==> src/rtl/muldiv_unit_pkg.sv <==
// muldiv_unit_pkg: function codes, FSM state type and opcode helper for muldiv_unit
package muldiv_unit_pkg;
    localparam logic [5:0] SPECIAL_MTHI  = 6'h11;
    localparam logic [5:0] SPECIAL_MTLO  = 6'h13;
    localparam logic [5:0] SPECIAL_MULT  = 6'h18;
    localparam logic [5:0] SPECIAL_MULTU = 6'h19;
    localparam logic [5:0] SPECIAL_DIV   = 6'h1A;
    localparam logic [5:0] SPECIAL_DIVU  = 6'h1B;

    typedef enum logic [1:0] {IDLE, RUN, FIX} state_t;

    function automatic logic is_muldiv(input logic [5:0] op);
        return op inside {SPECIAL_MULT, SPECIAL_MULTU, SPECIAL_DIV, SPECIAL_DIVU};
    endfunction
endpackage

==> src/rtl/muldiv_sign_fix.sv <==
// muldiv_sign_fix: conditional two's-complement negate (absolute value on entry, sign correction on commit)
// a_i: value, neg_i: negate when high, y_o: result
module muldiv_sign_fix #(
    parameter int N = 32
) (
    input  logic [N-1:0] a_i,
    input  logic         neg_i,
    output logic [N-1:0] y_o
);
    assign y_o = neg_i ? -a_i : a_i;
endmodule

==> src/rtl/muldiv_unit.sv <==
// muldiv_unit: iterative radix-2 multiply/divide unit owning the HI/LO registers
// clock/reset: clock and async active-high reset; w_start/w_op_code_6/w_input1_x/w_input2_x: request;
// w_flush: cancel in-flight op; w_busy: RUN or FIX; w_done: pulse after commit; w_hi_x/w_lo_x: HI/LO
module muldiv_unit
    import muldiv_unit_pkg::*;
#(
    parameter int WIDTH = 32
) (
    input  logic             clock,
    input  logic             reset,
    input  logic             w_start,
    input  logic [5:0]       w_op_code_6,
    input  logic [WIDTH-1:0] w_input1_x,
    input  logic [WIDTH-1:0] w_input2_x,
    input  logic             w_flush,
    output logic             w_busy,
    output logic             w_done,
    output logic [WIDTH-1:0] w_hi_x,
    output logic [WIDTH-1:0] w_lo_x
);
    localparam int CW = $clog2(WIDTH + 1);

    state_t             state_q;
    logic [CW-1:0]      count_q;
    logic [2*WIDTH-1:0] acc_q;
    logic [WIDTH-1:0]   rem_q, opb_q, hi_q, lo_q;
    logic               is_div_q, neg_q, rem_neg_q, busy_q, done_q;

    // A zero divisor runs as an unsigned divide so the iteration naturally yields
    // quotient = all ones and remainder = the raw dividend.
    logic is_div, dz, sgn, s1, s2;
    assign is_div = w_op_code_6 inside {SPECIAL_DIV, SPECIAL_DIVU};
    assign dz     = is_div && w_input2_x == '0;
    assign sgn    = w_op_code_6 inside {SPECIAL_MULT, SPECIAL_DIV} && !dz;
    assign s1     = sgn & w_input1_x[WIDTH-1];
    assign s2     = sgn & w_input2_x[WIDTH-1];

    logic [WIDTH-1:0] abs1, abs2;
    muldiv_sign_fix #(.N(WIDTH)) u_abs1 (.a_i(w_input1_x), .neg_i(s1), .y_o(abs1));
    muldiv_sign_fix #(.N(WIDTH)) u_abs2 (.a_i(w_input2_x), .neg_i(s2), .y_o(abs2));

    // Shift-add: acc = {partial product, remaining multiplier bits}.
    logic [WIDTH:0]     msum;
    logic [2*WIDTH-1:0] mul_d;
    assign msum  = {1'b0, acc_q[2*WIDTH-1:WIDTH]} + (acc_q[0] ? {1'b0, opb_q} : '0);
    assign mul_d = {msum, acc_q[WIDTH-1:1]};

    // Restoring divide: acc low half shifts dividend bits out and quotient bits in.
    logic [WIDTH:0]   shl, trial;
    logic             qbit;
    logic [WIDTH-1:0] rem_d, quot_d;
    assign shl    = {rem_q, acc_q[WIDTH-1]};
    assign trial  = shl - {1'b0, opb_q};
    assign qbit   = !trial[WIDTH];
    assign rem_d  = qbit ? trial[WIDTH-1:0] : shl[WIDTH-1:0];
    assign quot_d = {acc_q[WIDTH-2:0], qbit};

    logic [2*WIDTH-1:0] prod_fix;
    logic [WIDTH-1:0]   quot_fix, rem_fix;
    muldiv_sign_fix #(.N(2*WIDTH)) u_fix_prod (.a_i(acc_q), .neg_i(neg_q), .y_o(prod_fix));
    muldiv_sign_fix #(.N(WIDTH)) u_fix_quot (.a_i(acc_q[WIDTH-1:0]), .neg_i(neg_q), .y_o(quot_fix));
    muldiv_sign_fix #(.N(WIDTH)) u_fix_rem (.a_i(rem_q), .neg_i(rem_neg_q), .y_o(rem_fix));

    always_ff @(posedge clock or posedge reset) begin
        if (reset) begin
            state_q   <= IDLE;
            count_q   <= '0;
            acc_q     <= '0;
            rem_q     <= '0;
            opb_q     <= '0;
            is_div_q  <= 1'b0;
            neg_q     <= 1'b0;
            rem_neg_q <= 1'b0;
            busy_q    <= 1'b0;
            done_q    <= 1'b0;
            hi_q      <= '0;
            lo_q      <= '0;
        end else begin
            done_q <= 1'b0;
            case (state_q)
                IDLE: if (w_start && !w_flush) begin
                    if (is_muldiv(w_op_code_6)) begin
                        acc_q     <= {{WIDTH{1'b0}}, is_div ? abs1 : abs2};
                        opb_q     <= is_div ? abs2 : abs1;
                        rem_q     <= '0;
                        is_div_q  <= is_div;
                        neg_q     <= s1 ^ s2;
                        rem_neg_q <= s1;
                        count_q   <= CW'(WIDTH);
                        busy_q    <= 1'b1;
                        state_q   <= RUN;
                    end else if (w_op_code_6 == SPECIAL_MTHI) begin
                        hi_q <= w_input1_x;
                    end else if (w_op_code_6 == SPECIAL_MTLO) begin
                        lo_q <= w_input1_x;
                    end
                end
                RUN: if (w_flush) begin
                    state_q <= IDLE;
                    busy_q  <= 1'b0;
                end else begin
                    if (is_div_q) begin
                        acc_q[WIDTH-1:0] <= quot_d;
                        rem_q            <= rem_d;
                    end else begin
                        acc_q <= mul_d;
                    end
                    count_q <= count_q - CW'(1);
                    if (count_q == CW'(1)) state_q <= FIX;
                end
                FIX: begin
                    state_q <= IDLE;
                    busy_q  <= 1'b0;
                    if (!w_flush) begin
                        hi_q   <= is_div_q ? rem_fix : prod_fix[2*WIDTH-1:WIDTH];
                        lo_q   <= is_div_q ? quot_fix : prod_fix[WIDTH-1:0];
                        done_q <= 1'b1;
                    end
                end
                default: state_q <= IDLE;
            endcase
        end
    end

    assign w_busy = busy_q;
    assign w_done = done_q;
    assign w_hi_x = hi_q;
    assign w_lo_x = lo_q;
endmodule

==> config.mk <==
export PLATFORM = sky130hd
export DESIGN_NAME = muldiv_unit
export DESIGN_NICKNAME = d
export VERILOG_FILES = /design/src/rtl/muldiv_unit_pkg.sv /design/src/rtl/muldiv_sign_fix.sv /design/src/rtl/muldiv_unit.sv
export SDC_FILE = /design/constraint.sdc
export NUM_CORES = 1
export LEC_CHECK = 0
export BUFFER_PORTS_ARGS = -buffer_cell sky130_fd_sc_hd__buf_2
export CAP_MARGIN = 20
export CORE_ASPECT_RATIO = 0.7
export CORE_MARGIN = 2
export CORE_UTILIZATION = 55
export DETAILED_ROUTE_END_ITERATION = 6
export PLACE_DENSITY = 0.74
export SLEW_MARGIN = 20
export SYNTH_ARGS = -nofsm -noshare
export SYNTH_HDL_FRONTEND = slang
export SYNTH_SLANG_ARGS = --single-unit
==> constraint.sdc <==
create_clock -name clock -period 5.83 [get_ports clock]
set_input_delay 0.2915 -clock clock [delete_from_list [all_inputs] [get_ports clock]]
set_output_delay 0.2915 -clock clock [all_outputs]
set_load 0.03 [all_outputs]
# Word-level counts from Yosys, hierarchy flattened
# Cells that the tools add are included.
# W data, S select, Z words.
# word_totals
ff_bits	205
input_bits	74
output_inout_bits	66
elab_cells	115
# classes
addsub	8
eq_ne	21
mux	48
bitwise_logic	3
reduce_logical	22
# ops
operator	count
$mux W32	25
$mux W64	4
$pmux W32 S2	3
$neg A32 Y32	4
$pmux W64 S2	1
$neg A64 Y64	1
$eq A6 B5 Y1 const B	6
$add A32 B32 Y33	1
$sub A33 B32 Y33	1
$logic_not A32 Y1	1
$ne A2 B2 Y1 const B	11
$mux W6	3
$reduce_and A5 Y1	3
$pmux W6 S2	1
$mux W2	4
$reduce_and A4 Y1	2
$reduce_bool A2 Y1	4
$eq A6 B1 Y1 const B	1
$reduce_and A3 Y1	2
$reduce_and A6 Y1	1
$sub A6 B1 Y6 const B	1
$mux W1	5
$pmux W2 S2	1
$reduce_bool A4 Y1	1
other kinds (10)	15

# Depth between registers and ports, before layout
# Gate-level depths: netlist of run 1.
# logic_depth
ltp_word	11
depth_mapped	15

# Cells and area by module
# From an unflattened synthesis of run 1, not the netlist that was laid out.
# unflattened
hier_cells	2180
area_unflattened_um2	18504.0
# by_module_without_submodules
module	n_inst	cells_per_inst	area_each_um2
muldiv_unit	1	1550	13982.2
muldiv_sign_fix at u_abs1 ...	4	108	767.0
muldiv_sign_fix at u_fix_prod	1	198	1453.9

# Worst setup path before layout of run 1
# OpenSTA, ideal clock, no wires.
# synth_timing
kind	flip-flop to flip-flop
from	reg rem_q[10]
to	reg rem_q[0]
setup_time_ns	0.126
arrival_time_ns	3.346
required_ns	5.704
setup_slack_ns	2.358
path_stages_with_launch	14
synth_period_minus_slack_ns	3.472
path_cell_list	dfrtp_1 > ha_1 > a21o_1 > a21o_1 > a21oi_1 > o21ai_1 > a2111oi_2 > nor4_1 > or4_1 > clkbuf_1 > and2_0 > clkbuf_1 > buf_2 > a221o_1
# synth_via
elab_chain_cells	5
# synth_lines
element	line_no	source
start, declared	muldiv_unit.sv:26	logic [WIDTH-1:0] rem_q, opb_q, hi_q, lo_q;
start signal, assigned	muldiv_unit.sv:104	rem_q <= rem_d;
$sub A33 B32 Y33	muldiv_unit.sv:53	assign trial = shl - {1'b0, opb_q};
$mux W32	muldiv_unit.sv:55	assign rem_d = qbit ? trial[WIDTH-1:0] : shl[WIDTH-1:0];
$mux W32	muldiv_unit.sv:102	if (is_div_q) begin
$mux W32	muldiv_unit.sv:98	RUN: if (w_flush) begin
$pmux W32 S2	muldiv_unit.sv:80	case (state_q)
# Every way passes these cells. The select of a mux whose other input is x is not followed.
# A chain may end at the register's enable or synchronous reset.

# Worst setup path after layout of run 1
# layout_timing
from	reg acc_q[31]
to	reg rem_q[30]
# layout_via
elab_chain_cells	5
# layout_lines
element	line_no	source
start, declared	muldiv_unit.sv:25	logic [2*WIDTH-1:0] acc_q;
start signal, assigned	muldiv_unit.sv:83	acc_q <= {{WIDTH{1'b0}}, is_div ? abs1 : abs2};
start signal, assigned by index	muldiv_unit.sv:103	acc_q[WIDTH-1:0] <= quot_d;
start signal, assigned	muldiv_unit.sv:106	acc_q <= mul_d;
$sub A33 B32 Y33	muldiv_unit.sv:53	
$mux W32	muldiv_unit.sv:55	
$mux W32	muldiv_unit.sv:102	
$mux W32	muldiv_unit.sv:98	
$pmux W32 S2	muldiv_unit.sv:80	
# Every way passes these cells. The select of a mux whose other input is x is not followed.

==> flow_metrics.env, run 1 <==
export IMPL_worstPathArrival_ns=4.95
export IMPL_ys_async_sr_fraction_pct=100
export IMPL_critical_path_cell_chain="inv_1, ha_1, fa_1, nand2b_1, a21oi_1, o211ai_1, o21ai_1, a2111oi_2, nor4_1, or4_1, buf_4, and2_0, buf_4, o221ai_1"
export IMPL_fmax_mhz=219
export IMPL_ys_top_cells_by_area="dfrtp_1 30%, nand2_1 7.0%, ha_1 5.5%"
export IMPL_crit_top_cell="buf_4"
export IMPL_cap_violations=0
export IMPL_place_inst=2576
export IMPL_cp_required_ns=6.21
export IMPL_nFillCells=2735
export IMPL_drcViolationCount=0
export IMPL_grt_pass1_wl_um=93000
export IMPL_synth_warning_count=0
export IMPL_io_buffers=139
export IMPL_setup_viol=0
export IMPL_ir_drop_mv=0.192
export IMPL_start_util_pct=56.0
export IMPL_final_common_cell="nand2_1"
export IMPL_htreeDepth=1
export IMPL_drive_gt1_share_pct=11.3
export IMPL_io_pins=140
export IMPL_crit_type="flip-flop to flip-flop"
export IMPL_hold_violations=0
export IMPL_synth_fp_nets=2288
export IMPL_p_leak_nw=8.18
export IMPL_power_density_nw_per_um2=335
export IMPL_gp_congestion=1.06
export IMPL_synth_seq_cells=205
export IMPL_cp_start_kind="flip-flop"
export IMPL_post_dp_hpwl_um=48000
export IMPL_synth_largest_area_cell="dfrtp_1"
export IMPL_wl_per_cell_um=24.0
export IMPL_synth_cells=2138
export IMPL_status="finished clean"
export IMPL_layout_common_cells="313 x nand2_1, 203 x dfrtp_1, 185 x o21ai_0"
export IMPL_die_area_um2=32100
export IMPL_crit_slowest_cell="nor4_1"
export IMPL_clk_pin_slew_worst_paths_ns=0.07
export IMPL_crit_path_max_incr_delay_ns=0.55
export IMPL_reg2reg_slack_ns=1.26
export IMPL_grt_max_degree=130
export IMPL_firstDrtPassIters=6
export IMPL_finalCriticalPeriod_ns=4.57
export IMPL_cts_sink_count=205
export IMPL_grt_pass1_vias=15241
export IMPL_cts_tree="yes"
export IMPL_worstPathMaxFanout=34
export IMPL_die_w_um=213
export IMPL_root_buffer="clkbuf_16"
export IMPL_clk_latency_ns=0.54
export IMPL_fp_dieH_um=151
export IMPL_multi_input_area_um2=11000
export IMPL_hp_class="input pin to flip-flop"
export IMPL_antenna_found_initial=1
export IMPL_cts_made_buffers=23
export IMPL_cp_top_family="simple AND/OR/NAND/NOR gates"
export IMPL_core_um2=30100
export IMPL_ys_seq_area_share_pct=30.4
export IMPL_min_period_over_period_pct=78.4
export IMPL_grt_total_usage_pct=38.5
export IMPL_row_count=53
export IMPL_maxSlewViolCount=0
export IMPL_synth_edff_count=0
export IMPL_seqCellArea_um2=5130
export IMPL_grt_remaining_overflow=0
export IMPL_cts_resized=0
export IMPL_skew_ns=0.0157
export IMPL_end_kind="flip-flop"
export IMPL_maxSlewHeadroom_pct=28.9
export IMPL_areaGrowthSynthToFinish_pct=10.5
export IMPL_tightest_slew_ns=1.06
export IMPL_drtAntennaViolNets=0
export IMPL_max_clock_path_buffers=3
export IMPL_yosysTopAreaCellShare_pct=30.4
export IMPL_synth_area_per_cell_um2=7.89
export IMPL_ys_types=73
export IMPL_synthesis_area_um2=16900
export IMPL_nNetsFinal=2341
export IMPL_fin_setup_tns_ns=0
export IMPL_path_buf_inv=3
export IMPL_drtIter0Drc=2623
export IMPL_synth_flop_cell="dfrtp_1"
export IMPL_rsz0062_at_grt="false"
export IMPL_dr_total_vias=17313
export IMPL_routed_wl_um=63000
export IMPL_routed_via_density=6.61
export IMPL_layout_cells_non_filler=2620
## state kept, by name (all words and copies together), names as in the netlist
register   cells
acc_q         64
opb_q         32
rem_q         32
w_hi_x        32
w_lo_x        32
count_q        6
state_q        2
is_div_q       1
neg_q          1
rem_neg_q      1
w_busy         1
w_done         1
## where the power goes
part	switching, mW	internal, mW	total, mW
sequential	0.498	1.72	2.21
combinational	1.56	0.842	2.40
clock	0.660	0.975	1.63
## final timing paths
path | start | end | depth (start not counted)
hold / removal | w_flush | w_done | 2
hold reg to reg | w_lo_x[5] | w_lo_x[5] | 1
min in group asynchronous | reset | acc_q[56] | 3
setup / recovery | acc_q[31] | rem_q[30] | 14
setup reg to reg | acc_q[31] | rem_q[30] | 14
max in group asynchronous | reset | acc_q[43] | 4
## metal layers
metal  global-route usage [%]  vias up  part of all wire, %
li1                         -     7805                    -
met1                     57.8     8229                   43
met2                     48.1     1153                   37
met3                     17.2      126                   17
met4                     11.4        0                  3.4
met5                        0        -                    0
## stage by stage
stage / utilization [%] / worst slack (ns) / total power, mW / hold WS [ns] / instance area, um2
after floorplan: - / 2.36 / 3.69 / 0.450 / 16900
after global placement: 59.1 / 1.58 / 4.44 / 0.219 / 17800
after detailed placement: 59.1 / 1.45 / 4.50 / 0.217 / 17800
after CTS: 61.9 / 1.39 / 6.12 / 0.0479 / 18600
after global routing: 61.9 / 1.00 / 6.51 / 0.0849 / 18600
final: 61.9 / 1.26 / 6.25 / 0.0611 / 18600
## cell type report
cell class / instances / area share [%]
flip-flops and latches: 205 / 27.5
diodes: 1 / 0.0134
clock buffers: 28 / 3.30
inverters: 74 / 1.51
multi-input cells: 1725 / 59.0
repair buffers: 162 / 4.74
clock inverters: 13 / 1.10
well taps: 412 / 2.76
## Yosys cell counts, types with 5 or more instances
library cell	n
a21oi_1	166
o31ai_1	44
o221ai_1	26
nor3_1	38
nand3_1	35
nand2_1	314
o21ai_0	185
or3_1	25
a221o_1	21
nor3b_1	11
o211ai_1	27
a31oi_1	13
buf_2	10
or4_1	15
nand3b_1	6
o41ai_1	23
nor2_1	168
clkbuf_1	112
a22o_1	7
a222oi_1	11
o21a_1	5
a21bo_2	5
o311ai_0	5
inv_1	74
nand2b_1	32
a21boi_0	5
buf_1	11
o21bai_1	5
ha_1	74
nor2b_1	27
nand4_1	26
xnor2_1	104
a211oi_1	23
mux2i_1	30
xor2_1	98
nor4_1	16
dfrtp_1	205
mux2_2	21
o21ai_1	15
a221oi_1	9
a21o_1	33
## cells by family after synthesis
| logic type | after synthesis | share of synthesized area [%] |
|---|---|---|
| flip-flops | 205 | 30.4 |
| multiplexers | 51 | 3.18 |
| adder cells (fa/ha/maj) | 76 | 5.72 |
| buffers and inverters | 208 | 4.72 |
| AND/OR/NAND/NOR | 740 | 20.4 |
| AO/OA/AOI/OAI | 656 | 25.1 |
| XOR/XNOR | 202 | 10.5 |
## repair_timing
item / 4_1_cts / 5_1_grt
setup buffers: 0 / 0
hold endpoints to repair: 4 / 0
hold buffers: 1 / 0
No activity file was read; power rests on OpenSTA's default activity.
==> run 2, diff against run 1 <==
- clock period: 5.83 -> 3.7 ns (I/O delays scaled with it)
==> run 2 against run 1 <==
Net effect: the run now ends with design-rule violations left; global-route usage increased by 3.0 points; power up 60%; combinational power up 75%; design area grew 2.6%; die area unchanged; worst hold slack got worse by 0.026 ns; sequential power grew 51%; worst setup slack got worse by 1.1 ns; largest cell class unchanged.
==> flow_metrics.env, run 2 (synthesized netlist as in run 1, its figures left out) <==
export IMPL_maxSlewHeadroom_pct=32.4
export IMPL_power_mw=10.0
export IMPL_min_period_over_period_pct=96.4
export IMPL_start_util_pct=56.0
export IMPL_drive_gt1_share_pct=13.7
export IMPL_p_comb_share_pct=41.8
export IMPL_p_seq_share_pct=33.4
export IMPL_switching_share_pct=44.1
export IMPL_r2r_start="acc_q[0]"
export IMPL_crit_type="flip-flop to flip-flop"
export IMPL_firstDrtPassIters=7
export IMPL_rsz0062_at_grt="true"
export IMPL_drcViolationCount=24
export IMPL_areaGrowthSynthToFinish_pct=13.3
export IMPL_grt_pass1_vias=15668
export IMPL_power_switching_mw=4.42
export IMPL_met1_usage_pct=64.0
export IMPL_violations="design-rule violations"
export IMPL_cap_violations=0
export IMPL_top_register="acc_q"
export IMPL_hold_violations=0
export IMPL_p_int_mw=5.59
export IMPL_antenna_found_initial=2
export IMPL_cts_tree="yes"
export IMPL_p_leak_nw=8.50
export IMPL_io_pins=140
export IMPL_fp_dieH_um=151
export IMPL_clk_latency_ns=0.56
export IMPL_dp_slack_ns=0.164
export IMPL_die_w_um=213
export IMPL_cts_setup_buffers=0
export IMPL_routed_via_density=6.61
export IMPL_finalWorstSetupSlack_ns=0.134
export IMPL_htreeDepth=1
export IMPL_layout_common_cells="314 x nand2_1, 203 x dfrtp_1, 185 x o21ai_0"
export IMPL_skew_ns=0.0290
export IMPL_root_buffer="clkbuf_16"
export IMPL_worstPathMaxFanout=11
export IMPL_status="finished with violations"
export IMPL_grt_busiest_layer="met1"
export IMPL_finalCriticalPeriod_ns=3.57
export IMPL_finalInstanceArea_um2=19100
export IMPL_setup_viol=0
export IMPL_place_area_um2=18300
export IMPL_cp_required_ns=4.14
export IMPL_grt_pass1_wl_um=99100
export IMPL_maxSlewViolCount=0
export IMPL_antenna_cells=0
export IMPL_routed_wl_um=67400
export IMPL_io_buffers=139
export IMPL_dr_total_vias=17739
export IMPL_final_common_cell="nand2_1"
export IMPL_fin_setup_tns_ns=0
export IMPL_post_dp_hpwl_um=52300
export IMPL_grt_total_usage_pct=41.5
export IMPL_pwr_share_clk_pct=24.8
export IMPL_clk_pin_slew_worst_paths_ns=0.07
export IMPL_min_from="w_input1_x[22]"
export IMPL_cts_sink_count=205
export IMPL_hp_class="input pin to flip-flop"
export IMPL_nNetsFinal=2405
export IMPL_core_um2=30100
export IMPL_fmax_mhz=280
export IMPL_end_kind="flip-flop"
export IMPL_die_area_um2=32100
export IMPL_max_clock_path_buffers=3
export IMPL_grt_max_degree=149
export IMPL_wl_per_cell_um=25.1
export IMPL_grt_remaining_overflow=0
export IMPL_drtIter0Drc=3007
export IMPL_power_density_nw_per_um2=523
export IMPL_gp_congestion=1.07
export IMPL_ir_drop_mv=0.351
export IMPL_worstPathArrival_ns=4.00
export IMPL_use_met2_pct=54.4
export IMPL_largest_register_ffs=64
export IMPL_tightest_slew_ns=1.01
export IMPL_row_count=53
export IMPL_cp_start_kind="flip-flop"
export IMPL_setup_worst_path_start="acc_q[0]"
export IMPL_cts_made_buffers=23
export IMPL_drtAntennaViolNets=0
export IMPL_met3_usage_pct=15.0
## run 2: cell types whose count changed in the layout (fill, tap and decap cells not counted), sizes merged
cell | before | now
clkbuf | 28 | 31
bufinv | 5 | 3
buf | 161 | 224
dlygate4sd3 | 1 | 2
clkinvlp | 4 | 3
diode | 1 | 0
## run 2: power by group through the flow
stage | registers (mW) | clock network (mW) | logic [mW]
after global routing | 3.37 | 2.56 | 4.47
after CTS | 3.29 | 2.47 | 4.02
after floorplan | 3.35 | 0 | 2.46
after global placement | 3.31 | 0 | 3.95
after detailed placement | 3.33 | 0 | 4.00
final | 3.34 | 2.48 | 4.19
## run 2: area by class of cell
class                      instances  area (um2)
inverter                          74         282
fill                            2712       11000
tap                              412         515
multi-input combinational       1725       11000
sequential                       205        5130
clock inverter                    10         134
timing repair buffer             226        1420
clock buffer                      31         646
## run 2: worst paths after layout
path	endpoint	slack (ns)	depth (start not counted)
max	acc_q[61]	0.13	12
min	w_hi_x[22]	0.03	3
max reg2reg	acc_q[61]	0.13	12
min reg2reg	w_lo_x[24]	0.48	1
max in group asynchronous	neg_q	2.45	4
min in group asynchronous	acc_q[60]	0.26	4
## run 2: critical path: stages (launching register included)
cell and delay, ns:
dfrtp_1 0.36, inv_1 0.22, buf_4 0.26, nor2_1 0.49, ha_1 0.43, and4_1 0.26
a211o_1 0.29, o32ai_1 0.38, buf_4 0.19, nor3b_1 0.07, nand2_1 0.08, o311ai_0 0.10
a221o_1 0.33
## run 2: per-layer routing
layer | wire length [um] | share of wire (%)
met1 | 29500 | 44
met2 | 25500 | 38
met3 | 10900 | 16
met4 | 1510 | 2.2
met5 | 13 | 0.019
## run 2: stage by stage
| step | cells | hold WS [ns] | utilization [%] |
|---|---|---|---|
| after floorplan | 2138 | 0.354 | - |
| after global placement | 2640 | 0.324 | 60.8 |
| after detailed placement | 2640 | 0.327 | 60.8 |
| after CTS | 2683 | 0.00729 | 63.5 |
| after global routing | 2683 | 0.0367 | 63.5 |
| final | 2683 | 0.0346 | 63.5 |
## run 2: what timing repair did
item                                    in CTS  in global routing
hold buffers                                 2                  0
endpoints found under the setup margin       0                  2
hold endpoints to repair                   144                  0
resized for setup                            0                  1
